===== config.mk =====
export PLATFORM = sky130hd
export DESIGN_NAME = mem_stage
export DESIGN_NICKNAME = d
export VERILOG_FILES = /design/src/rtl/mem_stage_pkg.sv /design/src/rtl/mem_load_ext.sv /design/src/rtl/mem_stage.sv
export SDC_FILE = /design/constraint.sdc
export NUM_CORES = 1
export LEC_CHECK = 0
export CAP_MARGIN = 30
export CORE_MARGIN = 3
export CORE_UTILIZATION = 44
export DETAILED_ROUTE_END_ITERATION = 8
export PLACE_DENSITY = 0.81
export RECOVER_POWER = 25
export REMOVE_ABC_BUFFERS = 1
export SYNTH_ARGS = -nofsm -noshare
export SYNTH_HDL_FRONTEND = slang
export SYNTH_SLANG_ARGS = --single-unit
export TNS_END_PERCENT = 20

===== constraint.sdc =====
create_clock -name clk -period 4.43 [get_ports clk]
set_input_delay 1.329 -clock clk [delete_from_list [all_inputs] [get_ports clk]]
set_output_delay 1.329 -clock clk [all_outputs]
set_load 0.02 [all_outputs]

===== src/rtl/mem_stage_pkg.sv =====
// Shared definitions for the EXE->MEM and MEM->WB pipeline buses.
// The field offsets are also used by the EXE and WB stages, so the bus
// layouts must stay in step with those stages.
package mem_stage_pkg;

  localparam int EM_BUS_W = 76;
  localparam int MW_BUS_W = 70;

  // EXE->MEM bus field offsets, bit 0 is the LSB
  localparam int EM_LD_W         = 0;
  localparam int EM_LD_HU        = 1;
  localparam int EM_LD_H         = 2;
  localparam int EM_LD_BU        = 3;
  localparam int EM_LD_B         = 4;
  localparam int EM_PC_LSB       = 5;
  localparam int EM_ALU_LSB      = 37;
  localparam int EM_DEST_LSB     = 69;
  localparam int EM_GR_WE        = 74;
  localparam int EM_RES_FROM_MEM = 75;

  // MEM->WB bus field offsets
  localparam int MW_PC_LSB     = 0;
  localparam int MW_RESULT_LSB = 32;
  localparam int MW_DEST_LSB   = 64;
  localparam int MW_GR_WE      = 69;

  // Load-type flags; one-hot, or all zero for a non-load
  typedef struct packed {
    logic ld_b;
    logic ld_bu;
    logic ld_h;
    logic ld_hu;
    logic ld_w;
  } ld_op_t;

  // Field view of the EXE->MEM bus, MSB first
  typedef struct packed {
    logic        res_from_mem;
    logic        gr_we;
    logic [4:0]  dest;
    logic [31:0] alu_result;
    logic [31:0] pc;
    ld_op_t      ld;
  } em_bus_t;

  // Field view of the MEM->WB bus, MSB first
  typedef struct packed {
    logic        gr_we;
    logic [4:0]  dest;
    logic [31:0] final_result;
    logic [31:0] pc;
  } mw_bus_t;

  function automatic logic [31:0] ext8(input logic [7:0] b, input logic sgn);
    return {{24{sgn & b[7]}}, b};
  endfunction

  function automatic logic [31:0] ext16(input logic [15:0] h, input logic sgn);
    return {{16{sgn & h[15]}}, h};
  endfunction

endpackage


===== src/rtl/mem_load_ext.sv =====
// Load data extraction: picks the addressed byte or half out of the
// SRAM word and sign/zero extends it to 32 bits.
module mem_load_ext
  import mem_stage_pkg::*;
(
  input  logic [31:0] rd,
  input  logic [1:0]  a,
  input  ld_op_t      ld,
  output logic [31:0] load_data
);

  logic [7:0]  byte_sel;
  logic [15:0] half_sel;

  // Lane select; half loads ignore a[0] since unaligned halves are never issued
  always_comb begin
    byte_sel = rd[7:0];
    case (a)
      2'b00:   byte_sel = rd[7:0];
      2'b01:   byte_sel = rd[15:8];
      2'b10:   byte_sel = rd[23:16];
      default: byte_sel = rd[31:24];
    endcase
    half_sel = a[1] ? rd[31:16] : rd[15:0];
  end

  // Extension per load type; zero when no load flag is set
  always_comb begin
    load_data = '0;
    if (ld.ld_w)
      load_data = rd;
    else if (ld.ld_b)
      load_data = ext8(byte_sel, 1'b1);
    else if (ld.ld_bu)
      load_data = ext8(byte_sel, 1'b0);
    else if (ld.ld_h)
      load_data = ext16(half_sel, 1'b1);
    else if (ld.ld_hu)
      load_data = ext16(half_sel, 1'b0);
  end

endmodule


===== src/rtl/mem_stage.sv =====
// Memory-access pipeline stage. Latches the EXE->MEM bus, extracts load
// data from the synchronous SRAM read port and hands the result to WB.
// The SRAM word is only valid in the first cycle an instruction sits in
// MEM, so it is captured then and replayed while WB stalls the stage.
module mem_stage #(
  parameter int EM_BUS_W = mem_stage_pkg::EM_BUS_W,
  parameter int MW_BUS_W = mem_stage_pkg::MW_BUS_W
) (
  input  logic                clk,
  input  logic                resetn,
  input  logic                EXE_to_MEM_valid,
  input  logic [EM_BUS_W-1:0] EXE_to_MEM_bus,
  output logic                MEM_allow,
  input  logic [31:0]         data_sram_rdata,
  input  logic                WB_allow,
  output logic                MEM_to_WB_valid,
  output logic [MW_BUS_W-1:0] MEM_to_WB_bus,
  output logic [4:0]          MEM_dest_bus,
  output logic [31:0]         MEM_value_bus
);
  import mem_stage_pkg::*;

  logic        mem_valid;
  logic        mem_go;
  logic        accept;
  logic        fresh;
  em_bus_t     bus_r;
  logic [31:0] rdata_hold;
  logic [31:0] rd;
  logic [31:0] load_data;
  logic [31:0] final_result;
  mw_bus_t     mw_bus;

  // Single-cycle stage: always done once occupied
  assign mem_go          = 1'b1;
  assign MEM_allow       = ~mem_valid | (mem_go & WB_allow);
  assign MEM_to_WB_valid = mem_valid & mem_go;
  assign accept          = EXE_to_MEM_valid & MEM_allow;

  // Occupancy: follows EXE valid whenever the stage can advance
  always_ff @(posedge clk or negedge resetn) begin
    if (!resetn)
      mem_valid <= 1'b0;
    else if (MEM_allow)
      mem_valid <= EXE_to_MEM_valid;
  end

  // Instruction register: loads only on accept so a stalled instruction is frozen
  always_ff @(posedge clk or negedge resetn) begin
    if (!resetn)
      bus_r <= '0;
    else if (accept)
      bus_r <= EXE_to_MEM_bus;
  end

  // Marks the first cycle of occupancy, when the SRAM port carries our word
  always_ff @(posedge clk or negedge resetn) begin
    if (!resetn)
      fresh <= 1'b0;
    else
      fresh <= accept;
  end

  // Keep the SRAM word for replay across WB stalls
  always_ff @(posedge clk or negedge resetn) begin
    if (!resetn)
      rdata_hold <= '0;
    else if (fresh)
      rdata_hold <= data_sram_rdata;
  end

  assign rd = fresh ? data_sram_rdata : rdata_hold;

  mem_load_ext u_load_ext (
    .rd        (rd),
    .a         (bus_r.alu_result[1:0]),
    .ld        (bus_r.ld),
    .load_data (load_data)
  );

  assign final_result = bus_r.res_from_mem ? load_data : bus_r.alu_result;

  // Assemble WB bus and bypass outputs
  always_comb begin
    mw_bus.gr_we        = bus_r.gr_we;
    mw_bus.dest         = bus_r.dest;
    mw_bus.final_result = final_result;
    mw_bus.pc           = bus_r.pc;
  end

  assign MEM_to_WB_bus = mw_bus;
  assign MEM_dest_bus  = (mem_valid & bus_r.gr_we) ? bus_r.dest : 5'd0;
  assign MEM_value_bus = final_result;

endmodule


==> results.toml <==
[status]
status = "finished, violations left"
violations = "max-capacitance violations, max-slew violations, negative setup slack"

[place]
portBuffers = 220
dpl.hpwl_um = 11100
gp_congestion = 0.846
pre_cts_ws_ns = -0.462

[finish]
layout_common_cells = "clkdlybuf4s50_1, dfrtp_1, mux2_2"
layout.nets = 729
multi_input_area_um2 = 2170
drive_gt1_share_pct = 36.8
seqCellArea_um2 = 2750
final_common_cell = "clkdlybuf4s50_1"
fin_util_pct = 63.1
syn_to_final_growth_pct = 38.1
fillers = 1035
diodes = 0

[grt]
gr-total-overflow = 0
antenna_found_initial = 0
grt_pass1_wl_um = 24900
grt_max_degree = 79
grt_pass1_vias = 4724
track_usage_pct = 22.3

[synth]
syn-instance-count = 454
synth_seq_cells = 110
yosysWarningCount = 0
syn_area_um2 = 5580
syn_area_per_cell_um2 = 12.3
yosysUniqueCellTypes = 30
yosysSeqAreaShare_pct = 49.4

[route]
ant_nets = 0
drc = 0
drt_wl_total_um = 15800
vias = 4274
drtPass1Iterations = 4
vias_per_cell = 5.41
wl_per_cell_um = 20.0
drt_iter0_drc = 223

[clocking]
clk_latency_ns = 0.35
cts_max_path_buffers = 2
numCtsBuffers = 9
root_buffer = "clkbuf_16"
hold_buffers = 0
h-tree-depth = 3
cts_tree = "built"
clkTransAtPathRegs_ns = 0.06
clkSinkCount = 110

[flow_run]
drv_cap = 1

[die]
ioPinCount = 221
dieArea_um2 = 14100
die_w_um = 119
core_um2 = 12200
die_height_um = 119
start_util_pct = 45.7
fp-row-count = 40

[critical_path]
cp.arrival_ns = 3.19
r2r-end = "bus_r[39]"
end_kind = "output port"
crit_fanout = 8
crit_chain = "dlygate4sd2_1 > mux4_2 > and3_4 > a31oi_4 > bufbuf_16 > a31oi_1 > clkdlybuf4s15_1"
path_class = "primary input to output port"
cpMaxStageDelayCell = "mux4_2"
worst_ep_required_time_ns = 3.10
cpPeakStageDelay_ns = 0.52
r2r_setup_slack_ns = 2.33
path_buf_inv = 3
path_delay_family = "buffers and inverters"
reg2reg_from = "MEM_to_WB_valid"
rr_worst_depth = 5
worstSetupStartpointType = "primary input"

[power_and_ir_drop]
p_leak_nw = 3.24
p_per_area_nw_per_um2 = 450
ir_drop_mv = 0.242

[hold_path]
hold_depth = 1
hold_start = "MEM_to_WB_bus[6]"
min_to = "MEM_to_WB_bus[6]"
worstHoldPathType = "register to register"

[sta]
hold_viol = 0
worst_slew_pin_slew_ns = 1.81
period_needed_ns = 4.52
holdWs_ns = 0.502
finClkSkew_ns = 0.00439
grt_setup_unrepaired = "yes"
max_freq_mhz = 221
timing.final.max_slew_violations = 35
period_share_pct = 102
worst_slack_ns = -0.0869
finalSetupViolations = 5
slew_headroom_pct = -20.5
==> per-stage QoR <==
step                      setup TNS, ns  cells  total power [W]  area, um2
after global placement           -22.50    768          0.00267       7530
after global routing             -0.306    790          0.00362       7700
final                            -0.160    790          0.00346       7700
after CTS                        -0.261    789          0.00355       7940
after detailed placement         -24.90    768          0.00270       7530
after floorplan                       0    356          0.00194       4890
==> layout make-up <==
type	count	area share, %
Sequential cell	110	35.8
Clock buffer	12	3.20
Clock inverter	4	0.910
Inverter	8	0.390
Multi-Input combinational cell	238	28.1
Tap cell	168	2.73
Timing Repair Buffer	250	28.9
==> synth_stat cells, drive strengths merged <==
cell type / count / area share [%]
o22ai: 31 / 3.5
nor2b: 1 / 0.11
or2: 7 / 0.79
a221oi: 7 / 1.1
a22oi: 1 / 0.13
nor3: 1 / 0.090
o22a: 1 / 0.16
nand2b: 3 / 0.34
a21oi: 32 / 2.9
o21a: 1 / 0.13
clkbuf: 13 / 0.88
mux4: 9 / 3.6
and3: 6 / 0.76
dfrtp: 110 / 49
nand2: 3 / 0.20
inv: 8 / 0.54
buf: 85 / 11
nand3: 7 / 0.63
nor2: 3 / 0.20
a22o: 1 / 0.16
or3: 1 / 0.20
and3b: 1 / 0.16
a31oi: 3 / 0.72
o21ai: 18 / 1.6
mux2: 101 / 20
==> registers in the layout (all words and copies together), names as in the netlist <==
signal	count
MEM_to_WB_valid	1
MEM_to_WB_bus	38
rdata_hold	32
fresh	1
bus_r	38
==> worst max path at each step <==
stage                              startpoint                end  slack, ns  depth (start not counted)
after floorplan                         fresh  MEM_to_WB_bus[47]       0.15                          4
after global placement    data_sram_rdata[31]  MEM_to_WB_bus[60]      -0.42                          7
after detailed placement  data_sram_rdata[31]  MEM_value_bus[18]      -0.46                          7
after CTS                 data_sram_rdata[31]  MEM_value_bus[11]      -0.13                          8
after global routing      data_sram_rdata[31]  MEM_to_WB_bus[47]      -0.12                          7
final                     data_sram_rdata[31]  MEM_to_WB_bus[47]      -0.09                          7
==> metal layers <==
layer,wire length (um),global-route usage (%)
met5,0,0
met4,486,9.27
met3,1190,6.51
met2,7760,38.0
met1,6350,26.4
==> cells by family (layout without fill, tap and decap cells) <==
family          Yosys count  in the layout  share of synthesized area, %
flops                   110            110                          49.4
compound gates           95             95                          10.4
mux                     110            110                          24.0
buf+inv                 106            274                          12.7
simple gates             33             33                          3.48
==> power breakdown <==
| part | leakage (nW) | internal, W | switching (W) |
|---|---|---|---|
| registers | 1.29 | 0.00115 | 0.0000966 |
| logic | 1.80 | 0.000622 | 0.000730 |
| clock network | 0.157 | 0.000510 | 0.000356 |
| total | 3.24 | 0.00228 | 0.00118 |
==> timing repair <==
item	4_1_cts	5_1_grt
resized for setup	181	61
setup buffers	3	0
cloned	2	0
endpoints found under the setup margin	64	60
pin swaps	2	1
No activity file was read; power rests on OpenSTA's default activity.
